--- src/rtl/convolution_coprocessor_pkg.sv ---
// Shared defaults and sizing helpers for the convolution coprocessor blocks.
package convolution_coprocessor_pkg;

  localparam int unsigned DATA_WIDTH_DEF  = 8;
  localparam int unsigned KERNEL_TAPS_DEF = 9;

  // Bits needed to hold the values 0..n inclusive.
  function automatic int unsigned clog2_plus1(input int unsigned n);
    int unsigned w;
    w = 1;
    for (int i = 0; i < 32; i++) begin
      if ((n >> i) != 0) w = i + 1;
    end
    return w;
  endfunction

endpackage

--- src/rtl/convolution_coprocessor_tap_line_reg.sv ---
// Single-stage register with enable and synchronous clear; enable wins over clear.
module convolution_coprocessor_tap_line_reg
  import convolution_coprocessor_pkg::*;
#(
  parameter int unsigned WIDTH = DATA_WIDTH_DEF
) (
  input  logic             clk,
  input  logic             rstn,
  input  logic             en,
  input  logic             clr,
  input  logic [WIDTH-1:0] d,
  output logic [WIDTH-1:0] q
);

  logic [WIDTH-1:0] q_q;

  always_ff @(posedge clk or negedge rstn) begin
    if (!rstn) begin
      q_q <= '0;
    end else if (en) begin
      q_q <= d;
    end else if (clr) begin
      q_q <= '0;
    end
  end

  assign q = q_q;

endmodule

--- src/rtl/convolution_coprocessor_tap_line.sv ---
// Delay line exposing the last DEPTH samples in parallel, with fill count,
// window-valid flag and a cascade port for chaining into a 2-D line buffer.
module convolution_coprocessor_tap_line
  import convolution_coprocessor_pkg::*;
#(
  parameter int unsigned DATA_WIDTH = DATA_WIDTH_DEF,
  parameter int unsigned DEPTH      = KERNEL_TAPS_DEF,
  parameter int unsigned CNT_WIDTH  = clog2_plus1(DEPTH)
) (
  input  logic                        clk,
  input  logic                        rstn,
  input  logic                        clrh,
  input  logic                        shift_i,
  input  logic [DATA_WIDTH-1:0]       data_i,
  output logic [DEPTH*DATA_WIDTH-1:0] taps_o,
  output logic [CNT_WIDTH-1:0]        count_o,
  output logic                        window_valid_o,
  output logic [DATA_WIDTH-1:0]       cascade_o,
  output logic                        cascade_valid_o
);

  localparam logic [CNT_WIDTH-1:0] FULL = CNT_WIDTH'(DEPTH);

  logic [DATA_WIDTH-1:0] tap [DEPTH];
  logic                  shift_en;

  // Clear must beat shift, but the stage register is enable-first.
  assign shift_en = shift_i & ~clrh;

  for (genvar k = 0; k < DEPTH; k++) begin : g_tap
    logic [DATA_WIDTH-1:0] stage_d;
    if (k == 0) begin : g_head
      assign stage_d = data_i;
    end else begin : g_body
      assign stage_d = tap[k-1];
    end

    convolution_coprocessor_tap_line_reg #(
      .WIDTH (DATA_WIDTH)
    ) u_stage (
      .clk  (clk),
      .rstn (rstn),
      .en   (shift_en),
      .clr  (clrh),
      .d    (stage_d),
      .q    (tap[k])
    );

    assign taps_o[k*DATA_WIDTH +: DATA_WIDTH] = tap[k];
  end

  logic [CNT_WIDTH-1:0]  count_q, count_d;
  logic                  window_valid_q, window_valid_d;
  logic [DATA_WIDTH-1:0] cascade_q, cascade_d;
  logic                  cascade_valid_q, cascade_valid_d;

  always_comb begin
    count_d         = count_q;
    cascade_d       = cascade_q;
    cascade_valid_d = 1'b0;
    if (clrh) begin
      count_d   = '0;
      cascade_d = '0;
    end else if (shift_i) begin
      count_d         = (count_q == FULL) ? count_q : count_q + CNT_WIDTH'(1);
      cascade_d       = tap[DEPTH-1];
      cascade_valid_d = (count_q == FULL);
    end
    window_valid_d = (count_d == FULL);
  end

  always_ff @(posedge clk or negedge rstn) begin
    if (!rstn) begin
      count_q         <= '0;
      window_valid_q  <= 1'b0;
      cascade_q       <= '0;
      cascade_valid_q <= 1'b0;
    end else begin
      count_q         <= count_d;
      window_valid_q  <= window_valid_d;
      cascade_q       <= cascade_d;
      cascade_valid_q <= cascade_valid_d;
    end
  end

  assign count_o         = count_q;
  assign window_valid_o  = window_valid_q;
  assign cascade_o       = cascade_q;
  assign cascade_valid_o = cascade_valid_q;

endmodule

--- config.mk ---
export PLATFORM = sky130hd
export DESIGN_NAME = convolution_coprocessor_tap_line
export DESIGN_NICKNAME = d
export VERILOG_FILES = /design/src/rtl/convolution_coprocessor_pkg.sv /design/src/rtl/convolution_coprocessor_tap_line_reg.sv /design/src/rtl/convolution_coprocessor_tap_line.sv
export SDC_FILE = /design/constraint.sdc
export NUM_CORES = 1
export LEC_CHECK = 0
export ABC_AREA = 1
export CORE_ASPECT_RATIO = 1.25
export CORE_MARGIN = 2
export CORE_UTILIZATION = 45
export CTS_BUF_LIST = sky130_fd_sc_hd__clkbuf_8 sky130_fd_sc_hd__clkbuf_16
export DETAILED_ROUTE_END_ITERATION = 8
export MAX_ROUTING_LAYER = met4
export PLACE_DENSITY = 0.83
export SKIP_CTS_REPAIR_TIMING = 1
export SLEW_MARGIN = 15
export SYNTH_ARGS = -nofsm -noshare
export SYNTH_HDL_FRONTEND = slang
export SYNTH_SLANG_ARGS = --single-unit
--- constraint.sdc ---
create_clock -name clk -period 3.5 [get_ports clk]
set_input_delay 0.35 -clock clk [delete_from_list [all_inputs] [get_ports clk]]
set_output_delay 0.35 -clock clk [all_outputs]
set_load 0.01 [all_outputs]
======== Word-level counts from Yosys, hierarchy flattened ========
Cells that the tools add are included.
operators by class
  add/sub/neg operators ................... 1
  equal/unequal tests ..................... 2
  mux-type cells .......................... 17
  bitwise operators ....................... 2
  reduce and logical (&&, ||, !) cells .... 2
operators by type and width
  operator                                                       count
  8-bit two-way mux                                              12
  4-bit two-way mux                                              3
  4-bit equality test, second input constant                     2
  4-bit by 1-bit adder with 4-bit output, second input constant  1
  2-bit nonzero test                                             2
  1-bit two-way mux                                              2
  1-bit AND                                                      1
  1-bit inverter                                                 1
word-level totals
  bits in registers ....................... 86
  input bits .............................. 12
  output and inout bits ................... 86
  word-level logic and storage cells ...... 37

======== Depth between registers and ports, before layout ========
Gate-level depths: netlist of the first run.
  depth after elaboration ................. 5
  mapped depth ............................ 8
  depth with buffers taken out ............ 8

======== Cells and area by module ========
Synthesis of the first run repeated with hierarchy kept, for this count alone.
unflattened totals
  cell total of the unflattened synthesis .. 381
  area, all modules ....................... 3,538.4 um2
modules (own cells, without submodules)
  module                                instances  cells each  area each (um2)  sequential area each (um2)
  convolution_coprocessor_tap_line_reg  9          34          321.6            200.2
  convolution_coprocessor_tap_line      1          75          644.4            350.3

======== Worst setup path before layout of the first run ========
OpenSTA, ideal clock, no wires.
  path type ............................... register -> register
  start point ............................. reg count_q[1] (netlist: count_o[1])
  end point ............................... reg window_valid_q (netlist: window_valid_o)
  setup time .............................. 71 ps
  arrival time ............................ 1,142 ps
  required time ........................... 3,429 ps
  slack ................................... 2,286 ps
  cell stages (with the launch flop) ...... 9
  path buffers ............................ 0
  clock period less this slack ............ 1,214 ps
  cell sequence ........................... dfrtp_1 inv_1 ha_1 nand3_1 nand3_1 nand2_1 nor2_1 nand2_1 nor2_1
between the ends
  cells in the longest elaborated chain, start to end .. 5
RTL lines
  element                   line                                    source
  start, declared           convolution_coprocessor_tap_line.sv:52  logic [CNT_WIDTH-1:0] count_q, count_d;
  start signal, assigned    convolution_coprocessor_tap_line.sv:79  count_q <= count_d;
  4-bit equality test       convolution_coprocessor_tap_line.sv:65  count_d = (count_q == FULL) ? count_q : count_q + CNT_WIDTH'(1);
  4-bit two-way mux         convolution_coprocessor_tap_line.sv:65
  4-bit two-way mux         convolution_coprocessor_tap_line.sv:64  end else if (shift_i) begin
  4-bit two-way mux         convolution_coprocessor_tap_line.sv:61  if (clrh) begin
  named net count_d[0]      convolution_coprocessor_tap_line.sv:52
  4-bit equality test       convolution_coprocessor_tap_line.sv:69  window_valid_d = (count_d == FULL);
  named net window_valid_d  convolution_coprocessor_tap_line.sv:53  logic window_valid_q, window_valid_d;
  end signal, assigned      convolution_coprocessor_tap_line.sv:80  window_valid_q <= window_valid_d;
  end, declared             convolution_coprocessor_tap_line.sv:53
The timed path passes the listed nets, and every way through them passes these cells.
A chain may end at the register's enable or synchronous reset.

======== Final worst setup path of the first run ========
  start point ............................. in shift_i
  end point ............................... reg g_tap[5].u_stage.q_q[2]
between the ends
  cells in the longest elaborated chain, start to end .. 2
RTL lines
  element                                                  line                                        source
  start, declared                                          convolution_coprocessor_tap_line.sv:13      input logic shift_i,
  1-bit AND *                                              convolution_coprocessor_tap_line.sv:28      assign shift_en = shift_i & ~clrh;
  8-bit two-way mux or 2-bit nonzero test (tied branches)  n/a
  end signal, assigned                                     convolution_coprocessor_tap_line_reg.sv:19  q_q <= '0;
  end signal, assigned                                     convolution_coprocessor_tap_line_reg.sv:21  q_q <= d;
  end signal, assigned                                     convolution_coprocessor_tap_line_reg.sv:23  q_q <= '0;
  end, declared                                            convolution_coprocessor_tap_line_reg.sv:15  logic [WIDTH-1:0] q_q;
Every way passes the cells marked *; elsewhere a longest branch is shown, timed or not.

==> impl_summary.txt, run 1 <==
----------------------------------------------------
[Logic synthesis]
  Mux share of post-synthesis cell area ... 0%
  Synthesized netlist cell count ... around 310
  Top-count cell post-synth ... dfrtp_1
  Synth unique cells ... 16
  Netlist Area Pre-Place ... 3790 sq um
  Synthesized-area fraction occupied by adder cells ... less than 1%
  Mean Syn Cell Area ... between 10 and 15 sq um
  Number of register bits inferred by synthesis ... 86
  Most numerous cell types in the synthesized netlist ... dfrtp_1 (86), inv_1 (85), o22ai_2 (72), nand3_1 (15)
  Dominant synthesized flop cell ... dfrtp_1
  Proportion of netlist area held by the largest area contributor ... 56.8%
  Main combinational cell family by area after synthesis ... compound AO/OA/AOI/OAI gates
  Post-synthesis share of cell area spent on and, or, nand and nor gates ... 3.96%
  Post-Syn Nets ... around 320
  Synth Area in XOR/XNOR ... 0%
  Proportion of synthesized flip-flops having asynchronous set or reset ... 100%
  Post-synth top area cell ... dfrtp_1
  Sequential fraction of the synthesis area ... 56.8%
  Cell types with the largest area share after synthesis ... dfrtp_1 (57%), o22ai_2 (24%), inv_1 (8.4%), buf_6 (3.0%), nand3_1 (2.0%)
  Number of warnings reported in the yosys synthesis log ... 0
  Synth Area in Compound Gates ... 26.0%
  Number of synthesized flops with an enable pin ... 0

[Detailed routing]
  Routed WL ... 8270 um
  Vias post-DR ... 2576
  ANT nets after route ... 0
  Iteration count of the initial detailed-routing pass ... 4
  DRC violations left ... 0
  Vias per Instance ... 5.13
  Post-detailed-route wirelength per cell ... 16.5 um
  Initial DRC count ... 111

[Worst setup path]
  Kind of launch point of the worst setup path ... input port
  Slowest stage cell, crit path ... clkdlybuf4s50_1
  Worst Path Class, Setup ... input port to flop
  Levels on crit path ... 4
  Largest fanout on the critical path ... 39
  Critical path cell sequence ... clkdlybuf4s50_1, or2_4, buf_4, o22ai_2
  Kind of end point of the critical path ... flop
  Top delay family on crit path ... buffers and inverters
  Sum of buffers and inverters on the critical path ... 2
  Count of cells along the worst register-to-register path ... 7
  Required arrival time at the worst endpoint ... 3.71 ns
  Crit path DAT ... 2.43 ns
  Largest stage delay, worst path ... 0.92 ns

[Die]
  Total Die Area ... 9170 sq um
  Die height ... roughly 110 um
  Top-level port count ... 98
  Chip width ... 86.1 um
  Effective utilization at floorplan ... 46.2%
  Std-Cell Rows ... 37
  Area of the core ... 8190 sq um

[Layout]
  Fill cell count ... about 660
  Synth-to-Final Area Change ... 32.5%
  Finished layout cell area ... around 5000 sq um
  Area taken by flip-flops and latches ... 2150 sq um
  Layout Nets ... 414
  Share of final-layout standard cells stronger than drive strength 1 ... 24.9%
  Antenna diode count ... 0
  Area occupied by multi-input gates ... about 1200 sq um
  End-of-flow core utilization ... 61.2%

[Global routing]
  Vias in the first global route ... 2619
  Wire length of the first global-routing pass ... roughly 13000 um
  Pin count of the biggest net entering global routing ... 87
  Remaining Overflow, GRT ... 0
  Tot GR Track Use ... 19.2%
  Number of antenna violations at the first check in global routing ... 0

[Timing]
  Part of the cycle the worst path needs ... a little over three fifths
  Unrepaired setup endpoints after global routing ... false
  Worst slew margin relative to its limit ... 48.2%
  Max Transition Viols Final ... 0
  Sum of negative setup slack ... 0 ns
  Maximum clock skew at final layout ... between 0.005 and 0.006 ns
  Highest clock frequency the design can meet ... between 400 and 500 MHz
  Number of hold-slack violations in the final timing report ... 0
  Pin slew with the least headroom to its limit ... slightly below 0.8 ns
  Number of setup violations in the final report ... 0
  Minimum clock period after layout ... 2.21 ns

[Clock network]
  Buffer depth of the longest clock path ... 2
  Clock buffer count from CTS ... 9
  Clock edge transition at the registers on the reported setup and hold paths ... 0.08 ns
  Clock Tree Root ... clkbuf_8
  Count of H-tree levels built during CTS ... 3
  Clock insertion delay at the later pin of the skew report ... 0.35 ns
  CTS tree ... built
  Sinks on Clock Net ... 86

[Min path]
  Type of the tightest min-delay check ... input port to asynchronous set/reset pin

[Power and ir drop]
  Pleak ... 0.00194 uW
  Power density over cell area ... 397 nW/um^2
  Worst-case vdd ir drop ... between 200 and 250 uV

[Placement]
  Count of port buffers added during placement ... 97
  Placed standard-cell area ... around 4800 sq um
  Hpwl dp ... 5800 um
  Routability congestion estimate ... 0.809

[Status]
  Status ... finished clean

[Flow run]
  Maximum capacitance violations ... 0

----------------------------------------------------
[state kept, by name, summed over array words and instances, names as in the netlist]
| signal | cells |
|---|---|
| cascade_o | 8 |
| window_valid_o | 1 |
| g_tap.u_stage.q | 72 |
| count_o | 4 |
| cascade_valid_o | 1 |
[power breakdown]
group	total, uW	switching, uW	internal (uW)
Sequential	1010	9.15	1010
Clock	815	345	470
Combinational	161	101	60.7
[kinds of logic (layout without fill, tap and decap cells)]
kind of cell | count (synthesis) | after routing
AND/OR/NAND/NOR | 33 | 33
AO/OA/AOI/OAI | 83 | 83
flip-flops | 86 | 86
adder cells (fa/ha/maj) | 2 | 2
buffers and inverters | 104 | 201
[cell type report]
class                           instances  area share, %
Clock buffer                            9           2.47
Clock inverter                          7           2.27
Inverter                               85           6.36
Multi-Input combinational cell        118           23.3
Sequential cell                        86           42.9
Tap cell                               97           2.42
Timing Repair Buffer                  100           20.3
[path summary, 6_finish.rpt]
kind                               from               endpoint  slack, ns
setup reg to reg             count_o[0]         window_valid_o       2.12
setup / recovery                shift_i  g_tap[5].u_stage.q[2]       1.29
hold / removal                     rstn        cascade_valid_o       0.03
min in group clk           cascade_o[1]           cascade_o[1]       0.55
max in group asynchronous          rstn  g_tap[5].u_stage.q[0]       2.92
hold reg to reg            cascade_o[1]           cascade_o[1]       0.55
[metal layers]
layer	global-route usage (%)	up-vias	part of all wire, %
li1	-	1192	-
met1	24.8	1295	44
met2	29.2	76	49
met3	4.93	13	5.0
met4	7.26	0	2.4
met5	-	-	0
[cell usage in the layout, fill, tap and decap left out]
cell and instances:
o21ai_0 1, or2_4 1, buf_4 1, nor2_1 5
buf_6 1, o21ai_2 8, clkdlybuf4s50_1 96, bufinv_16 3
inv_1 86, clkinv_2 1, nand4_1 1, nand3_1 15
clkbuf_8 9, ha_1 2, dfrtp_1 86, nand2_4 1
clkinvlp_4 2, buf_12 2, o22ai_2 72, nand2_1 10
a21oi_1 2
[stage by stage]
| stage | hold slack, ns | cells | power, uW | setup WS (ns) |
|---|---|---|---|---|
| 3_3_place_gp | 0.514 | 486 | 1190 | 0.999 |
| 5_1_grt | 0.0991 | 502 | 2070 | 1.22 |
| 2_1_floorplan | 0.0544 | 308 | 1130 | 2.29 |
| 3_5_place_dp | 0.524 | 486 | 1200 | 0.941 |
| 6_report | 0.0304 | 502 | 1990 | 1.29 |
| 4_1_cts | 0.231 | 502 | 2010 | 1.32 |
Note: power is estimated with default switching activity, not from simulation.
==> inputs of run 2 (changes only) <==
==> constraint.sdc (replaced) <==
create_clock -name clk -period 2.3 [get_ports clk]
set_input_delay 0.23 -clock clk [delete_from_list [all_inputs] [get_ports clk]]
set_output_delay 0.23 -clock clk [all_outputs]
set_load 0.01 [all_outputs]
==> run 2 against run 1 <==
Effect of this change: setup slack worse by 0.61 ns; utilization is 0.70 points higher; routed wire length is 0.96% higher; clock skew is 0.0083 ns higher; sequential share of layout area is 0.49 points lower; highest routed layer unchanged.
==> impl_summary.txt, run 2 (synthesized netlist as in run 1, its figures left out) <==
----------------------------------------------------
[Placement]
  Placed standard-cell area ... 4840 sq um (was 4780 sq um)
  Worst setup slack before clock tree synthesis ... 0.581 ns (was 0.941 ns)
  Count of port buffers added during placement ... 97 (unchanged)
  Routability congestion estimate ... 0.854 (was 0.809)
  Hpwl dp ... 5880 um (was 5800 um)

[Clock network]
  CTS tree ... built (unchanged)
  Clock Tree Root ... clkbuf_8 (unchanged)
  Clock edge transition at the registers on the reported setup and hold paths ... 0.09 ns (was 0.08 ns)
  Clock buffer count from CTS ... 9 (unchanged)
  Sinks on Clock Net ... 86 (unchanged)
  Buffer depth of the longest clock path ... 2 (unchanged)
  Clock insertion delay at the later pin of the skew report ... 0.35 ns (about the same)
  Count of H-tree levels built during CTS ... 3 (unchanged)

[Die]
  Area of the core ... 8190 sq um (unchanged)
  Top-level port count ... 98 (unchanged)
  Die height ... 107 um (unchanged)
  Total Die Area ... 9170 sq um (unchanged)
  Effective utilization at floorplan ... 46.2% (unchanged)
  Chip width ... 86.1 um (unchanged)
  Std-Cell Rows ... 37 (unchanged)

[Timing]
  Setup slack after layout ... 0.679 ns (was 1.29 ns)
  Highest clock frequency the design can meet ... 617 MHz
  Pin slew with the least headroom to its limit ... 0.625 ns (was 0.778 ns)
  Number of setup violations in the final report ... 0 (unchanged)
  Worst slew margin relative to its limit ... 58.4% (was 48.2%)
  Minimum clock period after layout ... 1.62 ns
  Part of the cycle the worst path needs ... between 70% and 80%
  Maximum clock skew at final layout ... 0.0133 ns (was 0.00502 ns)
  Sum of negative setup slack ... 0 ns (unchanged)
  Number of hold-slack violations in the final timing report ... 0 (unchanged)
  Max Transition Viols Final ... 0 (unchanged)
  Unrepaired setup endpoints after global routing ... false (unchanged)

[Layout]
  Fill cell count ... 641 (was 655)
  Most common cell after layout, fill and taps aside ... clkdlybuf4s50_1 (unchanged)
  Share of final-layout standard cells stronger than drive strength 1 ... 26.0% (was 24.9%)
  Layout Nets ... 420 (was 414)
  Synth-to-Final Area Change ... 34.0% (was 32.5%)
  Highest-count cells in the layout ignoring fill and taps ... clkdlybuf4s50_1 (96), dfrtp_1 (86), inv_1 (85), o22ai_2 (72), nand3_1 (15) (was clkdlybuf4s50_1 (96), inv_1 (86), dfrtp_1 (86), o22ai_2 (72), nand3_1 (15))
  Antenna diode count ... 0 (unchanged)
  Finished layout cell area ... 5080 sq um (was 5020 sq um)
  Number of flip-flops under the largest register name ... 72 (unchanged)

[Global routing]
  Remaining Overflow, GRT ... 0 (unchanged)
  Number of antenna violations at the first check in global routing ... 0 (unchanged)
  Wire length of the first global-routing pass ... 13200 um (about the same)
  Vias in the first global route ... 2667 (was 2619)
  Pin count of the biggest net entering global routing ... 50 (was 87)
  Tot GR Track Use ... 19.1% (was 19.2%)

[Power and ir drop]
  Tot Pwr ... 3000 uW (was 1990 uW)
  Worst-case vdd ir drop ... 361 uV (was 221 uV)
  Pleak ... 0.00198 uW (was 0.00194 uW)
  Power density over cell area ... 592 nW/um^2 (was 397 nW/um^2)

[Worst setup path]
  Critical path cell sequence ... clkdlybuf4s50_1 (was clkdlybuf4s50_1, or2_4, buf_4, o22ai_2)
  Kind of end point of the critical path ... primary output (was flop)
  Kind of launch point of the worst setup path ... flop (was input port)
  Sum of buffers and inverters on the critical path ... 1 (was 2)
  Required arrival time at the worst endpoint ... 2.07 ns (was 3.71 ns)
  Top delay family on crit path ... buffers and inverters (unchanged)
  Worst Path Class, Setup ... flop to primary output (was input port to flop)
  Largest fanout on the critical path ... 6 (was 39)
  Slowest stage cell, crit path ... clkdlybuf4s50_1 (unchanged)
  Crit path DAT ... 1.39 ns (was 2.43 ns)
  Largest stage delay, worst path ... 0.58 ns (was 0.92 ns)

[Detailed routing]
  Vias post-DR ... 2549 (was 2576)
  Post-detailed-route wirelength per cell ... 16.4 um (was 16.5 um)
  DRC violations left ... 0 (unchanged)
  Iteration count of the initial detailed-routing pass ... 4 (unchanged)
  ANT nets after route ... 0 (unchanged)
  Vias per Instance ... 5.02 (was 5.13)
  Initial DRC count ... 78 (was 111)
  Routed WL ... 8340 um (was 8270 um)

[Flow run]
  Maximum capacitance violations ... 0 (unchanged)

[Status]
  Status ... finished clean (unchanged)

[Min path]
  Type of the tightest min-delay check ... input port to asynchronous set/reset pin (unchanged)

----------------------------------------------------
run 2: final timing paths:
path | from | end | slack [ns] | cells after the start
min reg2reg | cascade_o[5] | cascade_o[5] | 0.54 | 2
min in group clk | data_i[2] | g_tap[0].u_stage.q[2] | 0.45 | 3
max reg2reg | count_o[0] | window_valid_o | 0.95 | 7
max | count_o[0] | count_o[0] | 0.68 | 1
max in group asynchronous | rstn | g_tap[1].u_stage.q[5] | 1.06 | 3
min | rstn | count_o[3] | 0.43 | 2
run 2: area by class of cell:
type	instances	area (sq um)	area share [%]
timing repair buffer	106	1090	21.4
sequential	86	2150	42.4
tap	97	121	2.39
clock buffer	9	124	2.44
inverter	85	319	6.29
multi-input combinational	118	1170	23.0
clock inverter	7	103	2.02
run 2: where the power goes:
| part | internal (uW) | switching [uW] | total (uW) |
|---|---|---|---|
| Combinational | 103 | 157 | 260 |
| Sequential | 1530 | 13.0 | 1540 |
| Clock | 627 | 575 | 1200 |
| Total | 2260 | 744 | 3000 |
run 2: metrics by stage:
stage	utilization (%)	cells	hold WS, ns
floorplan	-	308	-0.0656
global placement	59.1	491	0.277
detailed placement	59.1	491	0.292
CTS	61.8	507	-0.103
global route	61.9	508	0.476
finish	61.9	508	0.429
run 2: routing by layer:
metal	GRT usage, %	vias up	routed length, um
met5	-	-	0
met1	24.1	1248	3640
li1	-	1208	-
met2	31.0	82	4210
met4	6.80	0	92
met3	3.46	11	398
